===== src/rtl/bounce_gen_pkg.sv =====
// Shared definitions for the button-bounce emulator: FSM encoding, LFSR taps, default seed.
package bounce_pkg;

  typedef enum logic [2:0] {
    ST_IDLE    = 3'd0,
    ST_PRESS_B = 3'd1,
    ST_HOLD    = 3'd2,
    ST_REL_B   = 3'd3,
    ST_SETTLE  = 3'd4
  } state_t;

  // Fibonacci taps for x^16 + x^14 + x^13 + x^11 + 1 (bits 15, 13, 12, 10)
  localparam logic [15:0] LFSR_TAPS         = 16'hB400;
  localparam logic [15:0] LFSR_SEED_DEFAULT = 16'hACE1;

  function automatic logic [15:0] lfsr_step(input logic [15:0] cur);
    return {cur[14:0], ^(cur & LFSR_TAPS)};
  endfunction

endpackage


===== src/rtl/bounce_gen_lfsr16.sv =====
// Free-running 16-bit Fibonacci LFSR; reloads the seed on synchronous active-low reset.
module lfsr16
  import bounce_pkg::*;
(
  input  logic        clk,
  input  logic        rst_n,
  input  logic [15:0] seed,
  output logic [15:0] q
);

  logic [15:0] lfsr_d;
  logic [15:0] lfsr_q;

  always_comb begin
    lfsr_d = lfsr_step(lfsr_q);
  end

  always_ff @(posedge clk) begin
    if (!rst_n) begin
      lfsr_q <= seed;
    end else begin
      lfsr_q <= lfsr_d;
    end
  end

  assign q = lfsr_q;

endmodule


===== src/rtl/bounce_gen.sv =====
// Mechanical button emulator: bouncy press, stable hold, bouncy release, quiet settle.
// Optional BOUNCE_GEN_RISE_CNT_EN adds an 8-bit wrapping count of btn_out rising edges.
module bounce_gen
  import bounce_pkg::*;
#(
  parameter int          BOUNCE_EDGES  = 6,
  parameter int          GAP_W         = 4,
  parameter int          HOLD_CYCLES   = 200,
  parameter int          SETTLE_CYCLES = 64,
  parameter logic [15:0] LFSR_SEED     = LFSR_SEED_DEFAULT
) (
  input  logic       clk,
  input  logic       rst_n,
  input  logic       press_req,
  output logic       btn_out,
  output logic       busy,
  output logic       done
`ifdef BOUNCE_GEN_RISE_CNT_EN
  ,
  output logic [7:0] rise_count
`endif
);

  localparam int GAP_CW    = GAP_W + 1;
  localparam int EDGE_W    = (BOUNCE_EDGES < 1) ? 1 : $clog2(BOUNCE_EDGES + 1);
  localparam int HOLD_W    = (HOLD_CYCLES < 2) ? 1 : $clog2(HOLD_CYCLES + 1);
  localparam int SETTLE_W  = (SETTLE_CYCLES < 2) ? 1 : $clog2(SETTLE_CYCLES + 1);

  localparam logic [EDGE_W-1:0]   EDGES_L  = EDGE_W'(BOUNCE_EDGES);
  localparam logic [HOLD_W-1:0]   HOLD_L   = HOLD_W'(HOLD_CYCLES);
  localparam logic [SETTLE_W-1:0] SETTLE_L = SETTLE_W'(SETTLE_CYCLES);

  logic [15:0] lfsr_q;
  logic [GAP_CW-1:0] gap;
  logic unused_lfsr_bits;

  state_t              state_d,  state_q;
  logic                btn_d,    btn_q;
  logic                busy_d,   busy_q;
  logic                done_d,   done_q;
  logic [GAP_CW-1:0]   gap_d,    gap_q;
  logic [EDGE_W-1:0]   edge_d,   edge_q;
  logic [HOLD_W-1:0]   hold_d,   hold_q;
  logic [SETTLE_W-1:0] settle_d, settle_q;

  lfsr16 u_lfsr (
    .clk   (clk),
    .rst_n (rst_n),
    .seed  (LFSR_SEED),
    .q     (lfsr_q)
  );

  // Gap of 1..2^GAP_W cycles drawn from the low LFSR bits
  assign gap = {1'b0, lfsr_q[GAP_W-1:0]} + GAP_CW'(1);
  assign unused_lfsr_bits = ^lfsr_q[15:GAP_W];

  always_comb begin
    state_d  = state_q;
    btn_d    = btn_q;
    gap_d    = gap_q;
    edge_d   = edge_q;
    hold_d   = hold_q;
    settle_d = settle_q;
    done_d   = 1'b0;

    unique case (state_q)
      ST_IDLE: begin
        btn_d = 1'b0;
        if (press_req) begin
          state_d = ST_PRESS_B;
          gap_d   = gap;
          edge_d  = '0;
        end
      end

      ST_PRESS_B: begin
        if (gap_q == GAP_CW'(1)) begin
          gap_d = gap;
          if (edge_q == EDGES_L) begin
            btn_d   = 1'b1;
            state_d = ST_HOLD;
            hold_d  = HOLD_L;
          end else begin
            btn_d  = ~btn_q;
            edge_d = edge_q + EDGE_W'(1);
          end
        end else begin
          gap_d = gap_q - GAP_CW'(1);
        end
      end

      ST_HOLD: begin
        btn_d = 1'b1;
        if (hold_q == HOLD_W'(1)) begin
          state_d = ST_REL_B;
          gap_d   = gap;
          edge_d  = '0;
        end else begin
          hold_d = hold_q - HOLD_W'(1);
        end
      end

      // Release bounce starts from a high level and ends by dropping into SETTLE
      ST_REL_B: begin
        if (gap_q == GAP_CW'(1)) begin
          gap_d = gap;
          if (edge_q == EDGES_L) begin
            btn_d    = 1'b0;
            state_d  = ST_SETTLE;
            settle_d = SETTLE_L;
          end else begin
            btn_d  = ~btn_q;
            edge_d = edge_q + EDGE_W'(1);
          end
        end else begin
          gap_d = gap_q - GAP_CW'(1);
        end
      end

      ST_SETTLE: begin
        btn_d = 1'b0;
        if (settle_q == SETTLE_W'(1)) begin
          state_d = ST_IDLE;
          gap_d   = gap;
          done_d  = 1'b1;
        end else begin
          settle_d = settle_q - SETTLE_W'(1);
        end
      end

      default: begin
        state_d = ST_IDLE;
        btn_d   = 1'b0;
      end
    endcase

    busy_d = (state_d != ST_IDLE);
  end

  always_ff @(posedge clk) begin
    if (!rst_n) begin
      state_q  <= ST_IDLE;
      btn_q    <= 1'b0;
      busy_q   <= 1'b0;
      done_q   <= 1'b0;
      gap_q    <= '0;
      edge_q   <= '0;
      hold_q   <= '0;
      settle_q <= '0;
    end else begin
      state_q  <= state_d;
      btn_q    <= btn_d;
      busy_q   <= busy_d;
      done_q   <= done_d;
      gap_q    <= gap_d;
      edge_q   <= edge_d;
      hold_q   <= hold_d;
      settle_q <= settle_d;
    end
  end

  assign btn_out = btn_q;
  assign busy    = busy_q;
  assign done    = done_q;

`ifdef BOUNCE_GEN_RISE_CNT_EN
  logic [7:0] rise_cnt_d, rise_cnt_q;

  always_comb begin
    rise_cnt_d = rise_cnt_q;
    if (btn_d && !btn_q) begin
      rise_cnt_d = rise_cnt_q + 8'd1;
    end
  end

  always_ff @(posedge clk) begin
    if (!rst_n) begin
      rise_cnt_q <= 8'd0;
    end else begin
      rise_cnt_q <= rise_cnt_d;
    end
  end

  assign rise_count = rise_cnt_q;
`endif

endmodule


===== config.mk =====
export PLATFORM = sky130hd
export DESIGN_NAME = bounce_gen
export DESIGN_NICKNAME = d
export VERILOG_FILES = /design/src/rtl/bounce_gen_pkg.sv /design/src/rtl/bounce_gen_lfsr16.sv /design/src/rtl/bounce_gen.sv
export SDC_FILE = /design/constraint.sdc
export NUM_CORES = 1
export LEC_CHECK = 0
export ABC_AREA = 1
export CORE_AREA = 2 2 77 97
export CTS_CLUSTER_SIZE = 25
export DETAILED_ROUTE_END_ITERATION = 8
export DIE_AREA = 0 0 79 99
export SETUP_SLACK_MARGIN = 0.4
export SYNTH_ARGS = -nofsm -noshare
export SYNTH_HDL_FRONTEND = slang
export SYNTH_SLANG_ARGS = --single-unit

===== constraint.sdc =====
create_clock -name clk -period 2.5 [get_ports clk]
set_input_delay 0.25 -clock clk [delete_from_list [all_inputs] [get_ports clk]]
set_output_delay 0.25 -clock clk [all_outputs]
set_load 0.01 [all_outputs]

==> results by stage <==
Clocking:
- The count of hold-fix buffers inserted at cts is 0.
- The library cell used as clock root buffer is sky130_fd_sc_hd__clkbuf_8.
- The latest clock arrival within the worst-skew pair is 0.30 ns.
- Buffers inserted during clock tree synthesis total 5.
- TritonCTS built the clock tree.
- Post-CTS repair changed the size of 0 cells.
- The tree built by TritonCTS fans out to 45 sinks.
- The clock tree synthesis step divided the H-tree into 2 levels.
- The number of buffers on the longest clock path is 2.
- The clock transition time at the flip-flop clock pins of the worst setup and hold paths is 0.09 ns.
- Once the clock tree was built, the setup fixing pass inserted 0 buffers.

Layout:
- The layout cell share with drive strength beyond 1 is 13.0%.
- The area growth from synthesis to layout is 11.3%.
- The final design instance area without fill is 2620 um^2.
- The repair_antennas step left the layout with diodes totalling 0.
- The total of fill cells in the finished design is 731.
- The number of nets in the final layout is 349.
- The end-of-flow core utilization is 38.0%.

Route:
- Dividing the detail-routed via count by the number of cells gives 4.72.
- The via count of the routed design is 2019.
- After detailed routing, the average wire length per cell comes to 10.4 um.
- The total DRC errors in the routed layout is 0.
- The number of design-rule violations left by the first detailed-router iteration is 123.
- The remaining number of nets flagged by the antenna check after routing is 0.
- The number of detailed-routing iterations run before antenna repair is 4.
- Summed over all layers, the routed wires come to 4470 um.

Synthesis:
- The most common cell in the netlist is sky130_fd_sc_hd__nand2_1.
- The arithmetic-cell share of the synthesized area counting full adders, half adders and majority gates is 4.78%.
- The fraction of registers with async set/reset is 0%.
- The number of flops mapped to enable cells by yosys is 0.
- The mean area per synthesized cell is 7.18 um^2.
- The leading register cell type out of synthesis is sky130_fd_sc_hd__dfxtp_1.
- The xor/xnor cell area share of the yosys netlist is 3.72%.
- Yosys printed 0 warnings.
- Of the post-synthesis cell area, the part taken by muxes is 0%.
- The number of distinct standard cells referenced by the synthesized netlist is 30.
- By area, the combinational part of the netlist is dominated by simple AND/OR/NAND/NOR gates.
- Of the post-synthesis cell area, the dominant cell type holds 38.3%.
- The dominant cell type by area after synthesis is sky130_fd_sc_hd__dfxtp_1.
- The synthesized netlist occupies a cell area of 2350 um^2.
- The simple-gate share of the synthesized area is 37.1%.
- The synthesized netlist devotes 8.18% of its cell area to compound gates.
- By count the netlist is led by 78 x sky130_fd_sc_hd__nand2_1, 45 x sky130_fd_sc_hd__dfxtp_1, 38 x sky130_fd_sc_hd__inv_1, 34 x sky130_fd_sc_hd__nor2_1, 24 x sky130_fd_sc_hd__nand3_1.
- The synthesized design contains 45 register bits.
- Synthesis produced a netlist whose cell count is 328.
- The sequential fraction of the synthesis area is 38.3%.
- When the netlist entered floorplanning its net count stood at 340.
- After synthesis, the cell types taking the most area are sky130_fd_sc_hd__dfxtp_1 38%, sky130_fd_sc_hd__nand2_1 12%, sky130_fd_sc_hd__inv_1 6.1%.

Floorplanning:
- The die is 99 um tall.
- The initial standard-cell utilization of the core is 34.2%.
- The number of rows in the core area is 34.
- The number of top-level pins is 6.
- The total die area is 7820 um^2.
- The chip width is 79 um.
- The total area inside the core boundary comes to 6890 um^2.

Worst setup path:
- The worst flop-to-flop path startpoint is edge_q[0]$_SDFFE_PN0P_.
- At the worst endpoint, the required time is 2.66 ns.
- The source of the critical timing path is edge_q[0]$_SDFFE_PN0P_.
- The arrival time at the worst endpoint is 1.77 ns.
- The maximum net fanout on the critical path is 5.
- The worst setup path is launched from a flip-flop.
- The capturing element of the worst setup path is edge_q[1]$_SDFFE_PN0P_.
- The worst setup path is captured at a flip-flop.
- The start-to-end type of the worst setup path is flip-flop to flip-flop.
- For flop-to-flop paths, the worst setup slack is 0.89 ns.
- The endpoint identified for the worst register-to-register timing path is edge_q[1]$_SDFFE_PN0P_.
- Counting cells, the worst reg-to-reg path comes to 8.

Timing:
- The transition time at the pin with the least slew margin is 0.786 ns.
- Setup repair after global routing left no endpoint under its margin.
- The max-slew violation total from the final report came to 0.
- The relative slew slack is 47.5%.
- In the final timing run, aggregate negative setup slack is 0 ns.
- The final setup skew is 0.00869 ns.
- The final worst-path setup slack is 0.892 ns.
- The final critical-path share of the clock period is 64.3%.
- The maximum clock rate is 622 MHz.
- The setup-violating endpoint count in the final report is 0.
- The clock period minus worst slack is 1.61 ns.
- The final number of hold-violating endpoints was 0.

Power and ir drop:
- IR analysis of the VDD net gives a maximum drop of 345 uV.
- The proportion of total power due to net switching is 25.0%.
- Per report_power, the clock group accounts for 36.7% of the total.
- Combinational logic is responsible for 11.2% of the overall power.
- The analysis attributes to net switching a power of 371 uW.
- Cell internal power was estimated by the tool at 1110 uW.
- The part of the power in registers is 52.1%.
- For this design the static power due to leakage is 0.00121 uW.
- The power density over the cells is 567 nW/um^2.

Placed design:
- The number of buffers added on ports is 5.
- The congestion estimate from routability-driven global placement came to 0.840.
- Detailed placement ended at an HPWL of 3270 um.
- Once placement finished, the instance area stood at 2510 um^2.
- At the placement stage, the worst setup path has a slack of 0.889 ns.

GRT:
- The initial antenna violation count is 0.
- The all-layer global routing usage is 12.4%.
- After global routing the overflow that remains totals 0.
- The maximum number of pins on one net before global-route repair is 27.
- The number of global-route vias before repair came to 1876.
- The first-pass GRT wire length is 7850 um.

Min path:
- The worst hold-check path type is flip-flop to flip-flop.

Status:
- The flow ran to the end, and the final reports show no timing, DRC or antenna violations.

Job:
- The number of violations of the max-capacitance limit is 0.
logic make-up (layout without fill, tap and decap cells):
group | Yosys count | after routing
flops | 45 | 45
buf+inv | 48 | 58
compound gates | 36 | 36
xor+xnor | 10 | 10
simple gates | 180 | 180
fa+ha+maj | 9 | 9
power by group through the flow:
stage / clock network, uW / registers [uW] / logic (uW)
5_1_grt: 592 / 780 / 196
6_report: 545 / 775 / 167
3_3_place_gp: 0 / 792 / 164
3_5_place_dp: 0 / 792 / 166
4_1_cts: 566 / 775 / 168
2_1_floorplan: 0 / 787 / 131
worst max-delay path: stages, from the launching register on:
cell                      delay [ns]
sky130_fd_sc_hd__dfxtp_1        0.36
sky130_fd_sc_hd__inv_1          0.07
sky130_fd_sc_hd__ha_1           0.19
sky130_fd_sc_hd__nand2_1        0.13
sky130_fd_sc_hd__inv_1          0.11
sky130_fd_sc_hd__o21ai_1        0.28
sky130_fd_sc_hd__nand3_1        0.18
sky130_fd_sc_hd__nand2_1        0.10
sky130_fd_sc_hd__a21oi_1        0.06
routing by layer:
metal	part of all wire [%]	track usage (%)	vias up	wire length, um
met3	3.5	3.02	8	155
met5	0	0	-	0
li1	-	-	1057	-
met4	2.0	5.57	0	91
met1	46	14.9	917	2060
met2	48	20.8	37	2160
final cells by class:
type                    instances  area (um^2)  area share, %
multi-input cells             235         1270           48.4
well taps                      90          113           4.30
clock inverters                 2         38.8           1.48
repair buffers                  6         57.6           2.20
inverters                      44          170           6.49
flip-flops and latches         45          901           34.4
clock buffers                   6         72.6           2.77
cells in the final DEF, fill, tap and decap left out, drive strengths merged:
| cell type | count |
|---|---|
| a21oi | 21 |
| buf | 1 |
| bufinv | 1 |
| clkbuf | 6 |
| clkdlybuf4s50 | 5 |
| clkinv | 2 |
| dfxtp | 45 |
| ha | 9 |
| inv | 43 |
| nand2 | 89 |
| nand3 | 26 |
| nand3b | 1 |
| nand4 | 13 |
| nor2 | 43 |
| nor3 | 1 |
| o211ai | 2 |
| o21ai | 13 |
| or2 | 7 |
| xnor2 | 4 |
| xor2 | 6 |
state kept, by name (all words and copies together) (netlist names):
name / flops
settle_q: 7
done: 1
state_q: 3
busy: 1
btn_out: 1
edge_q: 3
hold_q: 8
u_lfsr.q: 16
gap_q: 5
worst min-delay path by stage:
stage | slack, ns | endpoint | cells past startpoint | from
floorplan | 0.39 | u_lfsr.q[12]$_SDFF_PN0_ | 2 | u_lfsr.q[11]$_SDFF_PN1_
global placement | 0.39 | u_lfsr.q[15]$_SDFF_PN1_ | 1 | u_lfsr.q[14]$_SDFF_PN0_
detailed placement | 0.40 | u_lfsr.q[15]$_SDFF_PN1_ | 1 | u_lfsr.q[14]$_SDFF_PN0_
CTS | 0.42 | u_lfsr.q[10]$_SDFF_PN1_ | 1 | u_lfsr.q[9]$_SDFF_PN0_
global route | 0.44 | u_lfsr.q[15]$_SDFF_PN1_ | 1 | u_lfsr.q[14]$_SDFF_PN0_
finish | 0.42 | u_lfsr.q[10]$_SDFF_PN1_ | 1 | u_lfsr.q[9]$_SDFF_PN0_
per-stage QoR:
step                total power [uW]  instances  hold WS [ns]
floorplan                        918        328         0.390
global placement                 956        420         0.394
detailed placement               958        420         0.401
CTS                             1510        428         0.421
global route                    1570        428         0.437
finish                          1490        428         0.416
No activity file was read; power rests on OpenSTA's default activity.
